[src/rtl/paralelo_serie_idle.sv]
// Parallel-to-serial transmitter: sends SYNC_WORDS idle symbols after reset, then
// serializes accepted bytes MSB first, filling empty slots with IDLE_SYM.
module paralelo_serie_idle #(
  parameter int unsigned SYNC_WORDS = 4,
  parameter logic [7:0]  IDLE_SYM   = 8'hBC
) (
  input  logic       clk32f,
  input  logic       reset,
  input  logic [7:0] data_in,
  input  logic       valid_in,
  output logic       load,
  output logic       active,
  output logic       out
);

  typedef enum logic {ST_SYNC, ST_ACTIVE} state_t;

  localparam logic [3:0] SYNC_LAST = 4'(SYNC_WORDS - 1);

  state_t     state;
  logic [2:0] bit_cnt;
  logic [7:0] cur_word;
  logic [3:0] sync_cnt;
  logic       boundary;
  logic       sync_done;
  logic [7:0] next_word;

  assign boundary  = (bit_cnt == 3'd7);
  assign sync_done = (sync_cnt == SYNC_LAST);

  // Handshake: load is a strobe, not a ready. data_in/valid_in are sampled only on
  // the edge that closes a load=1 cycle; valid_in=0 there sends an idle word instead.
  assign load      = reset & boundary & ((state == ST_ACTIVE) | sync_done);
  assign next_word = (load && valid_in) ? data_in : IDLE_SYM;

  always_ff @(posedge clk32f or negedge reset) begin
    if (!reset) begin
      state    <= ST_SYNC;
      bit_cnt  <= 3'd0;
      sync_cnt <= 4'd0;
      cur_word <= IDLE_SYM;
      out      <= 1'b0;
      active   <= 1'b0;
    end else begin
      out     <= cur_word[3'd7 - bit_cnt];
      bit_cnt <= bit_cnt + 3'd1;
      if (boundary) begin
        cur_word <= next_word;
        if (state == ST_SYNC) begin
          sync_cnt <= sync_cnt + 4'd1;
          if (sync_done) begin
            state  <= ST_ACTIVE;
            active <= 1'b1;
          end
        end
      end
    end
  end

endmodule

[config.mk]
export PLATFORM = sky130hd
export DESIGN_NAME = paralelo_serie_idle
export DESIGN_NICKNAME = d
export VERILOG_FILES = /design/src/rtl/paralelo_serie_idle.sv
export SDC_FILE = /design/constraint.sdc
export NUM_CORES = 1
export LEC_CHECK = 0
export CAP_MARGIN = 20
export CORE_AREA = 3 3 49 51
export CTS_CLUSTER_DIAMETER = 200
export DETAILED_ROUTE_END_ITERATION = 7
export DIE_AREA = 0 0 52 54
export PLACE_DENSITY = 0.58
export RECOVER_POWER = 100
export SLEW_MARGIN = 30
export SYNTH_ARGS = -nofsm -noshare
export SYNTH_HDL_FRONTEND = slang
export SYNTH_SLANG_ARGS = --single-unit
[constraint.sdc]
create_clock -name clk32f -period 3.6 [get_ports clk32f]
set_clock_uncertainty 0.1 [all_clocks]
set_input_delay 0.54 -clock clk32f [delete_from_list [all_inputs] [get_ports clk32f]]
set_output_delay 0.54 -clock clk32f [all_outputs]
set_load 0.02 [all_outputs]
Yosys cells after proc, flatten, opt, wreduce, memory -nomap -nowiden
Index checks and enable logic that the tools add are counted.
Storage, ports and cells
  register bits after elaboration: 18
  bits in latches: 0
  memory bits (writable): 0
  bits in read-only memories: 0
  output and inout port bits: 3
  memories kept: 0
Operators by class
  $add $sub $neg: 3
  multiply operators: 0
  div/mod/pow operators: 0
  magnitude comparators: 1
  eq/ne operators: 2
  shifts and indexed selects: 0
  mux-type cells: 5
  bitwise logic cells: 4
  reductions and logical operators: 3
Operator list (count)
  2-to-1 mux 8 bit: 1
  adder 4 x 1 -> 4 bit (second input constant): 1
  == test 4 x 2 -> 1 bit (second input constant): 1
  less-than comparator 3 x 4 -> 1 bit (second input constant): 1
  adder 3 x 1 -> 3 bit (second input constant): 1
  binary-select mux 1 bit (select 3 bit): 1
  == test 3 bit (second input constant): 1
  2-to-1 mux 1 bit: 3
  AND reduction 3 bit: 1
  subtractor 3 bit (first input constant): 1
  bitwise AND 1 bit: 2
  AND reduction 2 bit: 1
  logical AND 1 bit: 1
  NOT 1 bit: 1
  OR 1 bit: 1

Longest topological paths before layout
  depth in word-level cells: 5
  depth in mapped cells: 4
  depth with buffers taken out: 4

Worst setup path after synthesis
Ideal clock, no wire load.
  kind: reg-to-output
  start: register bit_cnt[1]
  end: output port load
  arrival time: 1.318 ns
  slack: 1.642 ns
  cell stages (with the launch flop): 5
  path buffers: 1
  cell sequence: dfrtp_1 > ha_1 > ha_1 > clkbuf_1 > o211a_1
On the way
  longest elaborated chain between the ends: 3
RTL lines
  start, declared: RTL line 21  | logic [2:0] bit_cnt;
  start signal, assigned: RTL line 46  | bit_cnt <= bit_cnt + 3'd1;
  == test 3 bit: RTL line 28  | assign boundary = (bit_cnt == 3'd7);
  named net boundary: RTL line 24  | logic boundary;
  bitwise AND 1 bit (2 in series): RTL line 33  | assign load = reset & boundary & ((state == ST_ACTIVE) | sync_done);
  end, declared: RTL line 11  | output logic load,
The timed path passes the listed nets, and every way through them passes these cells.

Worst setup path after layout
  start: register sync_cnt[0]
  end: output port load
On the way
  longest elaborated chain between the ends: 3
RTL lines
  start, declared: RTL line 23  | logic [3:0] sync_cnt;
  start signal, assigned: RTL line 50  | sync_cnt <= sync_cnt + 4'd1;
  == test 4 x 2 -> 1 bit: RTL line 29  | assign sync_done = (sync_cnt == SYNC_LAST);
  OR 1 bit: RTL line 33
  bitwise AND 1 bit: RTL line 33
Every way passes these cells.

==> results.md <==
- CP bufs+invs: 1
- Status: finished, final reports clean
- Worst Hold Launch: active
- Hold Vio Cnt, Final: 0
- Core area: 1980 um^2
- CP Launch Type: flop
- Die ar.: 2810 um^2
- Number of global-route vias before repair: 467
- CP Max Fanout: 4
- Synth top cells by count: dfrtp_1, inv_1, dfstp_2, o22a_1, nand2_1
- Worst slew margin: 0.351
- Share of layout cells above drive strength 1: 0.183
- Flops & latches, synth: 18
- Hold slack: 0.366 ns
- Area Growth Syn to Fin: 19.8%
- Reg2reg path depth: 4
- Antenna-violating nets left: 0
- Routed len/inst: 12.8 um
- Num CTS Buffers: 3
- Total Routing Usage GR: 0.113
- Worst Tran Pin Value: 0.974 ns
- Antenna cell count: 0
- Worst path required time: 2.96 ns
- Synth Warn #: 0
- Post-synth EDFFs: 0
- Max-cap viol count: 0
- Total power: 0.357 mW
- CTS sink cnt: 18
- Max incr delay on CP: 0.66 ns
- Reg-to-Reg End: cur_word[7]
- Largest net degree at the start of global routing: 20
- Max rail drop VDD: 210 uV
- Chip width: 52 um
- Die H: 54 um
- Crit path max-delay family: buffers and inverters
- Core Rows: 16
- Worst Path Arrival: 2.21 ns
- Setup TNS: 0 ns
- FFs w/ async S/R, synth: 1.00
- GP Congestion: 0.661
- Post-Route WL: 1.25 mm
- Reg2reg start: sync_cnt[0]
- Post-synth top area share: 0.413
- Multi-input logic area: 258 um^2
- Final setup fails: 0
- Final period demand of the worst path: 2.85 ns
- Clock root buffer master: clkbuf_4
- Htree depth: 1
- Port Buf Inserts: 13
- Most instantiated library cell after synthesis: dfrtp_1
- Post-CTS Resized: 0
- Final core utilization: 0.477
- Clock Tree Buf Depth: 2
- FMAX: 351 MHz
- Post-synth top area cell: dfrtp_1
- CP Depth: 4
- Initial Util: 0.398
- Worst-path cell chain: ha_1 > nor3b_1 > o211a_1 > dlygate4sd3_1
- Nets@finish: 86
- Setup crit start: sync_cnt[0]
- Flop-to-flop setup slack: 1.68 ns
- Post-Synthesis Cells: 55
- DRC viols: 0
- Worst Setup EP: load
- Hold buffers post-CTS: 0
- CTS tree: done
- First-pass GRT wire length: 2.22 mm
- Crit Path Category: flop to output pin
- Vias after detailed routing: 470
- Initial drt markers: 2
- Dpl hpwl: 979 um
- Syn nets: 69
- Via density: 4.80
- RSZ-0062 raised after global routing: false
- Sequential area share after synthesis: 0.579
- Hold Path Class: flop to flop
- Dpl cells: 94
- Skew-Pair Late Insertion Delay: 0.29 ns
- LEAKAGE: 0.423 nW
- Final Cycle Share: 0.791
- Final Max Slew Viols: 0
- Post-route insts no fill: 98
- 1st-pass router iterations: 2
- Layout fillers: 187
- Top FF cell, synth: dfrtp_1
- Count of different cell masters after synthesis: 19
- Reg area: 457 um^2
- Crit path capture type: output pin
- I/O pin cnt: 14
- Gr ovfl total: 0
- Slowest cell on crit path: dlygate4sd3_1
- Post-Syn Area: 788 um^2
- Largest cells by area after synthesis: dfrtp_1, dfstp_2, mux4_2, o22a_1, ha_1
- Antenna violations before repair: 0
- Reg clk slew, reported paths: 0.10 ns
- Syn_area_per_cell: 14.3 um^2
- PD cells: 378 nW/um^2
- Setup Buffers After CTS: 0
==> how the worst min path moves through the flow <==
stage | endpoint | slack, ns | depth (start not counted)
floorplan | active | 0.14 | 0
global placement | active | 0.34 | 1
detailed placement | active | 0.35 | 1
CTS | active | 0.37 | 1
global route | active | 0.39 | 1
finish | active | 0.37 | 1
==> logic make-up (layout without fill, tap and decap cells) <==
group           after synthesis  in the layout  share of synthesized area
compound gates               12             12                      0.148
flops                        18             18                      0.579
mux                           3              3                     0.0762
simple gates                  7              7                     0.0635
buf+inv                       9             25                     0.0524
fa+ha+maj                     3              3                     0.0476
xor+xnor                      3              3                     0.0333
==> power by group <==
group | internal, mW | switching (mW)
Sequential | 0.208 | 0.00194
Combinational | 0.0143 | 0.00825
Clock | 0.0617 | 0.0627
==> layer usage <==
| metal | up-vias | GRT usage | share of wire |
|---|---|---|---|
| met5 | - | 0 | 0 |
| met4 | 0 | 0.0262 | 0.0080 |
| met3 | 3 | 0.0609 | 0.070 |
| met2 | 12 | 0.174 | 0.47 |
| met1 | 229 | 0.140 | 0.45 |
| li1 | 226 | - | - |
==> through the flow <==
| step | worst slack [ns] | area, um^2 |
|---|---|---|
| final | 0.752 | 945 |
| after global routing | 0.573 | 945 |
| after floorplan | 1.64 | 788 |
| after detailed placement | 1.10 | 945 |
| after global placement | 1.13 | 945 |
| after CTS | 0.758 | 981 |
==> worst reg2reg max path: stages, from the launching register on <==
cell and delay [ns]:
dfrtp_1 0.41, ha_1 0.17, nor3b_1 0.47, o2111ai_1 0.40
o22a_1 0.32
==> state kept, by name (all words and copies together) (netlist names) <==
register and flops:
cur_word 8, active 1, bit_cnt 3, state 1
sync_cnt 4, out 1
==> placed cells by master (no fill, tap or decap), types with 3 or more instances in the layout <==
cell	synthesis	final
dfrtp_1	13	13
clkdlybuf4s50_1	0	9
inv_1	7	7
o22a_1	5	5
dfstp_2	5	5
nand2_1	4	4
dlygate4sd3_1	0	4
o22ai_1	3	3
ha_1	3	3
clkbuf_4	0	3
==> area by class of cell <==
type / count / area share
clock buffers: 4 / 0.0384
flip-flops and latches: 18 / 0.483
inverters: 7 / 0.0278
multi-input cells: 28 / 0.273
repair buffers: 14 / 0.142
well taps: 27 / 0.0358
Note: power is estimated with default switching activity, not from simulation.
